===== config.mk =====
export PLATFORM = sky130hd
export DESIGN_NAME = seq_div
export DESIGN_NICKNAME = d
export VERILOG_FILES = /design/src/rtl/seq_div_pkg.sv /design/src/rtl/seq_div_div_step.sv /design/src/rtl/seq_div.sv
export SDC_FILE = /design/constraint.sdc
export NUM_CORES = 1
export LEC_CHECK = 0
export CORE_MARGIN = 2
export CORE_UTILIZATION = 40
export DETAILED_ROUTE_END_ITERATION = 6
export PLACE_DENSITY_LB_ADDON = 0.3
export RECOVER_POWER = 25
export SLEW_MARGIN = 20
export SYNTH_ARGS = -nofsm -noshare
export SYNTH_HDL_FRONTEND = slang
export SYNTH_SLANG_ARGS = --single-unit

===== constraint.sdc =====
create_clock -name clk -period 4.5 [get_ports clk]
set_input_delay 1.125 -clock clk [delete_from_list [all_inputs] [get_ports clk]]
set_output_delay 1.125 -clock clk [all_outputs]
set_load 0.02 [all_outputs]

===== src/rtl/seq_div_pkg.sv =====
// ============================================================================
// Module  : seq_div_pkg
// Brief   : Shared widths and FSM state encoding for the seq_div divider.
// Rev     : 1.0  initial release
// ============================================================================
`default_nettype none

package seq_div_pkg;

  localparam int DIVIDEND_W = 8;
  localparam int DIVISOR_W  = 4;
  localparam int ITER_W     = 4;
  localparam int REM_W      = DIVISOR_W + 1;

  // Counter value on the final quotient-bit iteration
  localparam logic [ITER_W-1:0] LAST_ITER = ITER_W'(DIVIDEND_W - 1);

  typedef enum logic [1:0] {
    IDLE = 2'd0,
    CALC = 2'd1,
    DONE = 2'd2
  } state_t;

endpackage

`default_nettype wire


===== src/rtl/seq_div_div_step.sv =====
// ============================================================================
// Module  : div_step
// Brief   : One combinational restoring-division iteration (shift, trial
//           subtract, restore).
// Rev     : 1.0  initial release
// ============================================================================
`default_nettype none

module div_step
  import seq_div_pkg::*;
(
  input  logic [REM_W-1:0]     rem_in,
  input  logic                 bit_in,
  input  logic [DIVISOR_W-1:0] divisor,
  output logic [REM_W-1:0]     rem_out,
  output logic                 q_bit
);

  logic [REM_W:0]   w_shifted;
  logic [REM_W-1:0] w_diff;

  // rem_in < divisor always holds, so the shifted value never exceeds 5 bits
  // and the difference only matters when it is non-negative.
  always_comb begin
    w_shifted = {rem_in, bit_in};
    w_diff    = w_shifted[REM_W-1:0] - {1'b0, divisor};
    q_bit     = (w_shifted >= {2'b00, divisor});
    rem_out   = q_bit ? w_diff : w_shifted[REM_W-1:0];
  end

endmodule

`default_nettype wire


===== src/rtl/seq_div.sv =====
// ============================================================================
// Module  : seq_div
// Brief   : 8-by-4 bit unsigned sequential restoring divider, one quotient
//           bit per clock. Define SEQ_DIV_ERR_EN to add the err output.
// Rev     : 1.0  initial release
// ============================================================================
`default_nettype none

module seq_div
  import seq_div_pkg::*;
(
  input  logic                  clk,
  input  logic                  rst,
  input  logic                  start,
  input  logic [DIVIDEND_W-1:0] dividend,
  input  logic [DIVISOR_W-1:0]  divisor,
  output logic                  busy,
  output logic                  done,
  output logic [DIVIDEND_W-1:0] quotient,
`ifdef SEQ_DIV_ERR_EN
  output logic [DIVISOR_W-1:0]  remainder,
  output logic                  err
`else
  output logic [DIVISOR_W-1:0]  remainder
`endif
);

  state_t                r_state;
  logic [REM_W-1:0]      r_rem;
  logic [DIVIDEND_W-1:0] r_shift;
  logic [DIVISOR_W-1:0]  r_divisor;
  logic [ITER_W-1:0]     r_cnt;

  logic [REM_W-1:0]      w_rem_next;
  logic                  w_q_bit;

  // r_shift feeds dividend bits out of the top and takes quotient bits in
  // at the bottom, so after eight steps it holds the full quotient.
  div_step u_step (
    .rem_in  (r_rem),
    .bit_in  (r_shift[DIVIDEND_W-1]),
    .divisor (r_divisor),
    .rem_out (w_rem_next),
    .q_bit   (w_q_bit)
  );

  always_ff @(posedge clk or posedge rst) begin
    if (rst) begin
      r_state   <= IDLE;
      r_rem     <= '0;
      r_shift   <= '0;
      r_divisor <= '0;
      r_cnt     <= '0;
      busy      <= 1'b0;
      done      <= 1'b0;
      quotient  <= '0;
      remainder <= '0;
`ifdef SEQ_DIV_ERR_EN
      err       <= 1'b0;
`endif
    end else begin
      case (r_state)
        IDLE, DONE: begin
          done <= 1'b0;
          if (start) begin
            if (divisor == '0) begin
              r_state   <= DONE;
              done      <= 1'b1;
              quotient  <= '1;
              remainder <= '0;
`ifdef SEQ_DIV_ERR_EN
              err       <= 1'b1;
`endif
            end else begin
              r_state   <= CALC;
              busy      <= 1'b1;
              r_rem     <= '0;
              r_shift   <= dividend;
              r_divisor <= divisor;
              r_cnt     <= '0;
            end
          end else begin
            r_state <= IDLE;
          end
        end

        CALC: begin
          r_rem   <= w_rem_next;
          r_shift <= {r_shift[DIVIDEND_W-2:0], w_q_bit};
          r_cnt   <= r_cnt + 1'b1;
          if (r_cnt == LAST_ITER) begin
            r_state   <= DONE;
            busy      <= 1'b0;
            done      <= 1'b1;
            quotient  <= {r_shift[DIVIDEND_W-2:0], w_q_bit};
            remainder <= w_rem_next[DIVISOR_W-1:0];
`ifdef SEQ_DIV_ERR_EN
            err       <= 1'b0;
`endif
          end
        end

        default: begin
          r_state <= IDLE;
          busy    <= 1'b0;
          done    <= 1'b0;
        end
      endcase
    end
  end

endmodule

`default_nettype wire

Yosys cells after proc, flatten, opt, wreduce, memory -nomap -nowiden
Cells that the tools add are included.

cells by class
  $add $sub $neg = 2
  order comparisons = 1
  mux-type cells = 30
  reduce and logical (&&, ||, !) cells = 8
  equal/unequal tests = 7
  bitwise operators = 1

operators with widths
  operator                                              count
  2-to-1 mux 8 bit                                      5
  case mux 8 bit (2 select lines)                       2
  2-to-1 mux 4 bit                                      5
  case mux 4 bit (2 select lines)                       2
  2-to-1 mux 5 bit                                      3
  case mux 5 bit (2 select lines)                       1
  AND reduction 3 bit                                   3
  inequality test 2 bit (second input constant)         4
  greater-or-equal comparator 6 x 4 -> 1 bit            1
  2-to-1 mux 1 bit                                      6
  2-to-1 mux 2 bit                                      3
  subtractor 5 x 4 -> 5 bit                             1
  adder 4 x 1 -> 4 bit (second input constant)          1
  equality test 4 x 3 -> 1 bit (second input constant)  1
  logical NOT 4 bit                                     1
  case mux 1 bit (2 select lines)                       2
  case mux 2 bit (2 select lines)                       1
  AND reduction 4 bit                                   1
  equality test 2 x 1 -> 1 bit (second input constant)  1
  equality test 2 bit (second input constant)           1
  logical NOT 2 bit                                     1
  nonzero test 2 bit                                    1
  OR reduction 2 bit                                    1
  inverter 1 bit                                        1

word-level totals
  logic and storage cells = 58
  register bits after elaboration = 37

Longest topological paths before layout
  depth after elaboration = 4
  mapped depth = 7
  mapped depth without buffers = 7

Hierarchy
From an unflattened synthesis, not the netlist that was laid out.

second synthesis, totals
  cell total of the unflattened synthesis = 169
  area total of the unflattened synthesis = 1764.2 um2

modules (own cells, without submodules)
  module    cells each  times used  area each (um2)
  seq_div   140         1           1530.2
  div_step  29          1           234.0

Worst setup path before layout
Ideal clock, no wire load.

  kind = input port to flip-flop
  from = input port divisor[1]
  to = register remainder[1]
  data required time = 4.374 ns
  path slack = 2.118 ns
  cell stages on the path = 4
  buffers on the path = 0
  arrival time = 2.256 ns
  cells stage by stage = or4_4 o32ai_4 nor2_1 a311o_1

between the ends
  cells in the longest elaborated chain, start to end = 3

RTL lines
  element                          RTL line       source
  from (decl)                      seq_div.sv:16  input logic [DIVISOR_W-1:0] divisor,
  logical NOT 4 bit                seq_div.sv:66  if (divisor == '0) begin
  inequality test 2 bit (no line)  -
  AND reduction 4 bit (no line)    -
  to (signal assigned)             seq_div.sv:96  remainder <= w_rem_next[DIVISOR_W-1:0];
  to (decl)                        seq_div.sv:24  output logic [DIVISOR_W-1:0] remainder

No other way between the ends.
A chain may end at the register's enable or synchronous reset.

==> results_dict.tcl <==
set metrics [dict create \
    outcome "finished, violations left" \
    violations "capacitance limit, slew limit" \
    synthArstFlopShare_pct 100 \
    fin_util_pct 50.4 \
    grt_pass1_vias 1367 \
    portBuffers 28 \
    numCtsBuffers 5 \
    cp.required_ps 4520 \
    crit_buf_inv 3 \
    core_sq_um 4320 \
    insertedDiodeCount 0 \
    routed_wl_mm 3.74 \
    cp_cell_sequence "dlygate4sd3_1 > inv_1 > clkbuf_1" \
    syn_nets 207 \
    tightest_slew_ps 1910 \
    layout-drive-gt1-share_pct 8.41 \
    fin_crit_ps 3060 \
    clkSinkCount 36 \
    hold_class "flop to flop" \
    synth-warning-count 0 \
    syn_avg_cell_area_sq_um 9.65 \
    clock-root-buffer "clkbuf_8" \
    grt_max_degree 37 \
    gp_congestion 0.915 \
    slowest_delay_ps 1360 \
    first_iter_violations 39 \
    synth_ff_type "dfrtp_1" \
    grtUsageTotal_pct 15.9 \
    synth_area_leaders "dfrtp_1, nand2_1, o21ai_0" \
    nNetsFinal 234 \
    first_pass_iters 4 \
    cts_setup_buffers 0 \
    postSynthCellCount 186 \
    cp_top_family "buffers and inverters" \
    endpoint_kind "asynchronous set/reset pin" \
    yosysTopAreaCell "dfrtp_1" \
    ios 29 \
    worstSetupStartpointType "primary input" \
    tns_ps 0 \
    finalHoldViolCount 0 \
    grt_pass1_wl_mm 6.30 \
    fillerInstances 431 \
    finalCritPeriodShare_pct 68.0 \
    clock_skew_ps 3.27 \
    stdcell_count 266 \
    cts.clk_slew.worst_paths_ps 70 \
    critPathKind "primary input to asynchronous set/reset pin" \
    synth_common_cells "dfrtp_1, nand2_1, nor2_1, o21ai_0, inv_1" \
    synth.top_cell.area_share_pct 50.2 \
    peakVddDrop_uv 316 \
    drc 0 \
    dieArea_sq_um 5040 \
    wire_per_inst_um 14.1 \
    ctsHtreeMaxLevel 2 \
    synth.distinct_cells 39 \
    clk_latency_ps 280 \
    maxSlewViolCount 37 \
    placementRows 24 \
    worst_ep_arrival_time_ps 3080 \
    hold_buffers 0 \
    hold_ws_ps 496 \
    finalSetupViolCount 0 \
    rsz0062_at_grt "no" \
    routed_via_density 5.34 \
    slowest_stage "clkbuf_1" \
    dp_cells 258 \
    fmax_mhz 327 \
    cts_tree "done" \
    synth_edf_count 0 \
    post_cts_resized 0 \
    crit_fanout 36 \
    die_x_um 71.0 \
    grt-ovfl-total 0 \
    power_density_nw_per_um2 788 \
    dp_hpwl_mm 2.58 \
    layout-area-overhead-vs-synth_pct 21.4 \
    antenna_found_initial 0 \
    maxSlewHeadroom_pct -27.5 \
    synth_area_sq_um 1790 \
    ys_seq_area_share_pct 50.2 \
    fp.dieH_um 71.0 \
    via_count 1420 \
    final_antenna_net_count 0 \
    cts_buffer_depth 2 \
    yosysMostFrequentCell "dfrtp_1" \
    p_leak_nw 0.909 \
    drv_cap 1 \
    start_util_pct 41.5 \
    ys_ff_latch 36 \
]
==> power breakdown <==
group	total (mW)	internal (mW)	leakage, nW	switching (mW)
Clock	0.236	0.124	0.0445	0.112
Combinational	0.884	0.373	0.448	0.510
Sequential	0.597	0.481	0.416	0.116
==> cell type report <==
cell class | count | area [sq um] | area share [%]
clock buffer | 7 | 86.3 | 3.96
clock inverter | 1 | 7.51 | 0.345
inverter | 11 | 41.3 | 1.90
multi-input combinational | 130 | 793 | 36.4
sequential | 36 | 901 | 41.4
tap | 52 | 65.1 | 2.99
timing repair buffer | 29 | 284 | 13.0
==> metal layers <==
layer  wire (um)  share of wire (%)  global-route usage, %
met3         177                4.7                   5.27
met2        1610                 43                   23.7
met4          36               0.96                   4.19
met5           0                  0                      0
met1        1910                 51                   22.6
==> cells in the final DEF (no fill, tap or decap), drive strengths merged, types with 2 or more instances in the layout <==
master / n
dfrtp: 36
nand2: 30
clkdlybuf4s50: 27
nor2: 18
o21ai: 17
inv: 11
a31oi: 8
a21oi: 8
clkbuf: 8
o22a: 7
nand3: 6
ha: 5
nand4: 4
nor2b: 2
xnor2: 2
o31ai: 2
a211oi: 2
a311o: 2
o32ai: 2
and2: 2
o32a: 2
==> worst paths after layout <==
kind	to	slack, ps	cells past startpoint	startpoint
max	r_divisor[1]	1440	3	rst
min	quotient[1]	500	1	quotient[1]
max reg2reg	remainder[1]	2010	7	r_shift[7]
min reg2reg	quotient[1]	500	1	quotient[1]
max in group clk	remainder[1]	1590	5	divisor[1]
min in group asynchronous	r_shift[5]	1960	3	rst
==> state kept, by name, summed over array words and instances, names as in the netlist <==
signal,count
r_state,1
r_divisor,4
done,1
r_cnt,4
remainder,4
quotient,8
r_rem,5
r_shift,8
busy,1
==> per-stage QoR <==
| step | power [mW] | worst slack (ps) | instance area [sq um] |
|---|---|---|---|
| floorplan | 1.22 | 2120 | 1790 |
| global placement | 1.47 | 1350 | 2090 |
| detailed placement | 1.48 | 1300 | 2090 |
| CTS | 1.72 | 1600 | 2180 |
| global route | 1.87 | 998 | 2180 |
| finish | 1.72 | 1440 | 2180 |
==> logic make-up (layout without fill, tap and decap cells) <==
group | after synthesis | count (layout) | share of synthesized area (%)
simple gates | 69 | 69 | 17.6
compound gates | 52 | 52 | 20.5
flops | 36 | 36 | 50.2
buf+inv | 20 | 48 | 5.58
fa+ha+maj | 6 | 6 | 4.60
xor+xnor | 2 | 2 | 0.976
mux | 1 | 1 | 0.558
==> worst reg2reg max path: stages, from the launching register on <==
cell and delay [ps]:
dfrtp_1 410, inv_1 60, ha_1 210, fa_1 400, nand2b_1 170, a21oi_1 510
nor2_1 210, a311o_1 390
No activity file was read; power rests on OpenSTA's default activity.
